File: src/rtl/pwm_pkg.sv
// pwm_pkg: shared mode type, default sizes and channel-index width helper
// for the multi-channel PWM generator.
package pwm_pkg;

    typedef enum logic {PWM_EDGE, PWM_CENTER} pwm_mode_t;

    localparam int PWM_WIDTH_DEF    = 8;
    localparam int PWM_CHANNELS_DEF = 2;

    function automatic int chan_bits(input int n);
        return (n > 1) ? $clog2(n) : 1;
    endfunction

endpackage

File: src/rtl/pwm_chan.sv
// pwm_chan: one compare channel with duty registers and a registered output.
// PWM_SYNC_DUTY_EN adds the shadow stage loaded into the active duty on load_i.
module pwm_chan
    import pwm_pkg::*;
#(
    parameter int WIDTH = PWM_WIDTH_DEF
) (
    input  logic             clk,
    input  logic             rst_n,
    input  logic             en_i,
    input  logic             load_i,
    input  logic             wr_i,
    input  logic [WIDTH-1:0] duty_i,
    input  logic [WIDTH-1:0] cnt_i,
    output logic             pwm_o
);

    logic [WIDTH-1:0] act_q, act_d;
    logic             pwm_q;

`ifdef PWM_SYNC_DUTY_EN
    logic [WIDTH-1:0] shd_q;

    always_ff @(posedge clk or negedge rst_n) begin
        if (!rst_n) shd_q <= '0;
        else if (wr_i) shd_q <= duty_i;
    end

    // the shadow value before this edge's write is the one transferred
    assign act_d = load_i ? shd_q : act_q;
`else
    logic unused_load;

    assign unused_load = load_i;
    assign act_d       = wr_i ? duty_i : act_q;
`endif

    always_ff @(posedge clk or negedge rst_n) begin
        if (!rst_n) begin
            act_q <= '0;
            pwm_q <= 1'b0;
        end else begin
            act_q <= act_d;
            pwm_q <= en_i & (cnt_i < act_q);
        end
    end

    assign pwm_o = pwm_q;

endmodule

File: src/rtl/pwm_multi_chan.sv
// pwm_multi_chan: shared edge/center-aligned period counter driving CHANNELS
// compare channels. Define PWM_SYNC_DUTY_EN for period-boundary duty/mode updates.
module pwm_multi_chan
    import pwm_pkg::*;
#(
    parameter int WIDTH    = PWM_WIDTH_DEF,
    parameter int CHANNELS = PWM_CHANNELS_DEF
) (
    input  logic                           clk,
    input  logic                           rst_n,
    input  logic                           en,
    input  logic                           mode,
    input  logic                           wr,
    input  logic [chan_bits(CHANNELS)-1:0] wr_ch,
    input  logic [WIDTH-1:0]               wr_duty,
    output logic [CHANNELS-1:0]            PWM_sig,
    output logic                           prd_strt
);

    localparam int               CW  = chan_bits(CHANNELS);
    localparam logic [WIDTH-1:0] MAX = '1;
    localparam logic [WIDTH-1:0] ONE = WIDTH'(1);

    logic [WIDTH-1:0] cnt_q, cnt_d;
    logic             dn_q, dn_d;
    logic             prd_q, prd_d;
    logic             center, bnd;
    pwm_mode_t        cur_mode;

`ifdef PWM_SYNC_DUTY_EN
    pwm_mode_t mode_q;

    always_ff @(posedge clk or negedge rst_n) begin
        if (!rst_n) mode_q <= PWM_EDGE;
        else if (!en || bnd) mode_q <= pwm_mode_t'(mode);
    end

    assign cur_mode = mode_q;
`else
    assign cur_mode = pwm_mode_t'(mode);
`endif

    always_comb begin
        center = (cur_mode == PWM_CENTER);
        bnd    = en & (center ? (dn_q & (cnt_q == ONE)) : (cnt_q == MAX));
        // center mode turns around at MAX and keeps descending down to 0
        cnt_d  = !en ? '0 : (center && (dn_q || cnt_q == MAX)) ? cnt_q - ONE : cnt_q + ONE;
        dn_d   = en & center & (dn_q ? (cnt_q != ONE) : (cnt_q == MAX));
        prd_d  = en & (cnt_q == '0);
    end

    always_ff @(posedge clk or negedge rst_n) begin
        if (!rst_n) begin
            cnt_q <= '0;
            dn_q  <= 1'b0;
            prd_q <= 1'b0;
        end else begin
            cnt_q <= cnt_d;
            dn_q  <= dn_d;
            prd_q <= prd_d;
        end
    end

    for (genvar c = 0; c < CHANNELS; c++) begin : g_ch
        pwm_chan #(.WIDTH(WIDTH)) u_chan (
            .clk    (clk),
            .rst_n  (rst_n),
            .en_i   (en),
            .load_i (~en | bnd),
            .wr_i   (wr && (wr_ch == CW'(c))),
            .duty_i (wr_duty),
            .cnt_i  (cnt_q),
            .pwm_o  (PWM_sig[c])
        );
    end

    assign prd_strt = prd_q;

endmodule

File: config.mk
export PLATFORM = sky130hd
export DESIGN_NAME = pwm_multi_chan
export DESIGN_NICKNAME = d
export VERILOG_FILES = /design/src/rtl/pwm_pkg.sv /design/src/rtl/pwm_chan.sv /design/src/rtl/pwm_multi_chan.sv
export SDC_FILE = /design/constraint.sdc
export NUM_CORES = 1
export LEC_CHECK = 0
export ABC_AREA = 1
export BUFFER_PORTS_ARGS = -buffer_cell sky130_fd_sc_hd__buf_2
export CORE_MARGIN = 2
export CORE_UTILIZATION = 47
export DETAILED_ROUTE_END_ITERATION = 16
export PLACE_DENSITY_LB_ADDON = 0.2
export SLEW_MARGIN = 5
export SYNTH_ARGS = -nofsm -noshare
export SYNTH_HDL_FRONTEND = slang
export SYNTH_SLANG_ARGS = --single-unit
File: constraint.sdc
create_clock -name clk -period 2.1 [get_ports clk]
set_input_delay 0.315 -clock clk [delete_from_list [all_inputs] [get_ports clk]]
set_output_delay 0.315 -clock clk [all_outputs]
set_load 0.01 [all_outputs]
==> summary.md <==
| Metric | Value |
|---|---|
| Status | `finished, final reports clean` |
| Number of synthesis warnings | `0` |
| Wirelength per Cell | `11.1 um` |
| Die Y | `65.8 um` |
| Post-Layout Cell Count | `between 200 and 300` |
| DRC Markers | `0` |
| Buf/Inv on CP | `0` |
| Fillers | `about 370` |
| Overflow after GRT | `0` |
| H-tree Lvls | `1` |
| Initial antenna violation count | `0` |
| Die width | `65.8 um` |
| Hold Worst Slack | `approximately 0.047 ns` |
| First-pass GRT wire length | `5.81 mm` |
| Slowest-stage cell, CP | `dfrtp_1` |
| Most Frequent Cell on Critical Path | `nand2_1` |
| Starting Density | `49.0%` |
| Clock buffer depth | `2` |
| Clock Sinks | `28` |
| GRT Util Overall | `17.4%` |
| Post-Syn Instances | `234` |
| Crit path max-delay family | `flip-flops` |
| Switch Pwr | `0.000327 W` |
| Clk_skew | `around 0.0049 ns` |
| TritonCTS clock tree | `built` |
| Area delta synth->final | `8.78%` |
| Area of the multi-input gates | `911 um2` |
| Vias in the first global route | `1331` |
| CTS root buffer | `clkbuf_8` |
| CP endpoint kind | `register` |
| Share of cells above drive strength 1 | `between 10% and 20%` |
| Pre-antenna DRT Iters | `4` |
| Combinational power share | `17.8%` |
| Int Pwr | `around 0.00084 W` |
| Sequential cell area fraction in the yosys report | `around 39%` |
| Synth unique cells | `23` |
| Clock power frac | `29.2%` |
| Crit path launch type | `register` |
| Final wirelength | `approximately 3.3 mm` |
| Pleak | `1.11 nW` |
| Vias per cell | `4.72` |
| Relative slew margins | `a little under three fifths` |
| Post-DRT Antenna Nets | `0` |
| CTS buffer count | `3` |
| F_max | `0.681 GHz` |
| Power Density | `slightly below 600 nW/um2` |
| Dpl hpwl | `roughly 2.5 mm` |
| Via count | `1393` |
| Flop pwr share | `53.0%` |
| Largest net degree at the start of global routing | `29` |
| Maxcap violations | `0` |
| Post-Synthesis Cell Area | `1800 um2` |
| Ant. Diodes | `0` |
| Critical path class | `register to register` |
| CP required | `2.26 ns` |
| Crit-path max FO | `8` |
| Register area | `701 um2` |
| Cells after DPL | `around 290` |
| Worst-Skew Late Latency | `0.27 ns` |
| Setup-failing EPs final | `0` |
| Starting DRT DRC Count | `69` |
| Placed standard-cell area | `1900 um2` |
| Slew @ Worst Pin | `roughly 0.64 ns` |
| Die area | `4330 um2` |
| Total Nets Final | `280` |
| Min-delay worst type | `input port to async pin` |
| RSZ-0062 raised after global routing | `false` |
| Fin. max-slew vios | `0` |
| Tmin final | `1.47 ns` |
| Slowest stage delay, CP | `0.46 ns` |
| Maximum vdd ir drop | `approximately 0.00036 V` |
| Syn Nets | `266` |
| Total negative setup slack | `0 ns` |
| Switch share | `about 28%` |
| IO Port Bufs | `16` |
| Top-Level Pins | `17` |
| Core box area | `3660 um2` |
| Hold Buf Count CTS | `0` |
| Standard-cell rows | `22` |
| CP cell instances | `ha_1 -> nand2_2 -> nor2_4 -> nand2_4 -> a21oi_4 -> nand2_1 -> nand2_1 -> nor2_1` |
| Clock-pin slew of the registers on the worst-case setup and hold paths | `0.10 ns` |
| CP arrival | `1.63 ns` |
| Synth Register Bits | `28` |
| Final period util | `69.9%` |
| Util after Layout | `53.3%` |
| Syn Area/Cell | `7.67 um2` |
| Postcts setup bufs | `0` |
| Final Cell Area | `1950 um2` |
| Final Wtd Congestion | `0.777` |
| CTS resizes | `0` |
| Hold Fails Final Rpt | `0` |
-- layout by cell type (no fill, tap or decap), drive strengths merged, types with 4 or more instances in the layout --
master / count
dfrtp: 28
a21oi: 8
clkbuf: 4
o21ai: 22
nor3: 4
inv: 39
ha: 18
buf: 16
xor2: 6
nand3: 10
nor2: 28
nand2: 61
-- per-layer routing --
metal / global-route usage, % / share of wire, %
met4: 4.69 / 0.95
met2: 30.3 / 47
met5: 0 / 0
met3: 2.04 / 2.4
met1: 22.6 / 49
-- kinds of logic (layout without fill, tap and decap cells) --
family	Yosys count	after routing	synth area share (%)
AOI/OAI and AO/OA	32	32	10.0
xor gates and xnor gates	6	6	2.93
adders and majority gates	18	18	12.5
buffers and inverters	46	59	10.2
DFF	28	28	39.0
and+or+nand+nor	104	104	25.2
-- worst register-to-register path: stages, from the launching register on --
cell and delay (ns):
dfrtp_1 0.46, ha_1 0.22, nand2_2 0.08, nor2_4 0.13, nand2_4 0.07, a21oi_4 0.22, nand2_1 0.08, nand2_1 0.06
nor2_1 0.04
-- registers in the layout (all words and copies together) (netlist names) --
signal             cells
g_ch.u_chan.pwm_o      2
g_ch.u_chan.act_q     16
dn_q                   1
prd_strt               1
cnt_q                  8
-- through the flow --
stage          worst slack [ns]  total power, W
2_1_floorplan             0.796        0.000775
3_3_place_gp              0.685        0.000833
3_5_place_dp              0.643        0.000839
4_1_cts                   0.629         0.00118
5_1_grt                   0.478         0.00124
6_report                  0.632         0.00116
-- cell usage after synthesis --
cell      instances  area, um2
a211oi_1          2       15.0
a21oi_1           7       35.0
a21oi_4           1       16.3
buf_2             2       10.0
buf_4             2       15.0
clkbuf_1          2       7.51
clkbuf_2          1       5.00
dfrtp_1          28        701
ha_1             18        225
inv_1            38        143
inv_2             1       3.75
nand2_1          56        210
nand2_2           2       12.5
nand2_4           3       33.8
nand3_1          10       50.1
nand4_1           1       6.26
nor2_1           26       97.6
nor2_4            2       22.5
nor3_1            4       20.0
o21ai_0          20        100
o21ai_1           1       5.00
o21ai_2           1       8.76
xor2_1            6       52.6
-- layout make-up --
class	count	share of cell area (%)
Multi-Input combinational cell	160	46.6
Tap cell	48	3.07
Sequential cell	28	35.9
Clock buffer	4	2.82
Timing Repair Buffer	16	4.10
Inverter	39	7.50
-- final timing paths --
kind	from	end	slack, ns	cells after the start
worst max-delay path	cnt_q[1]	cnt_q[7]	0.63	8
worst min-delay path	rst_n	g_ch[0].u_chan.act_q[2]	0.05	1
worst max register to register	cnt_q[1]	cnt_q[7]	0.63	8
worst min register to register	g_ch[0].u_chan.act_q[3]	g_ch[0].u_chan.act_q[3]	0.49	2
max in group asynchronous	rst_n	g_ch[1].u_chan.act_q[7]	1.64	1
min in group clk	wr_duty[2]	g_ch[0].u_chan.act_q[2]	0.29	3
-- power groups by stage --
| stage | clock (W) | combinational, W | sequential [W] |
|---|---|---|---|
| detailed placement | 0 | 0.000211 | 0.000628 |
| global placement | 0 | 0.000207 | 0.000625 |
| CTS | 0.000352 | 0.000213 | 0.000617 |
| finish | 0.000340 | 0.000207 | 0.000617 |
| global route | 0.000369 | 0.000249 | 0.000624 |
| floorplan | 0 | 0.000154 | 0.000621 |
(Power assumes the default switching activity.)
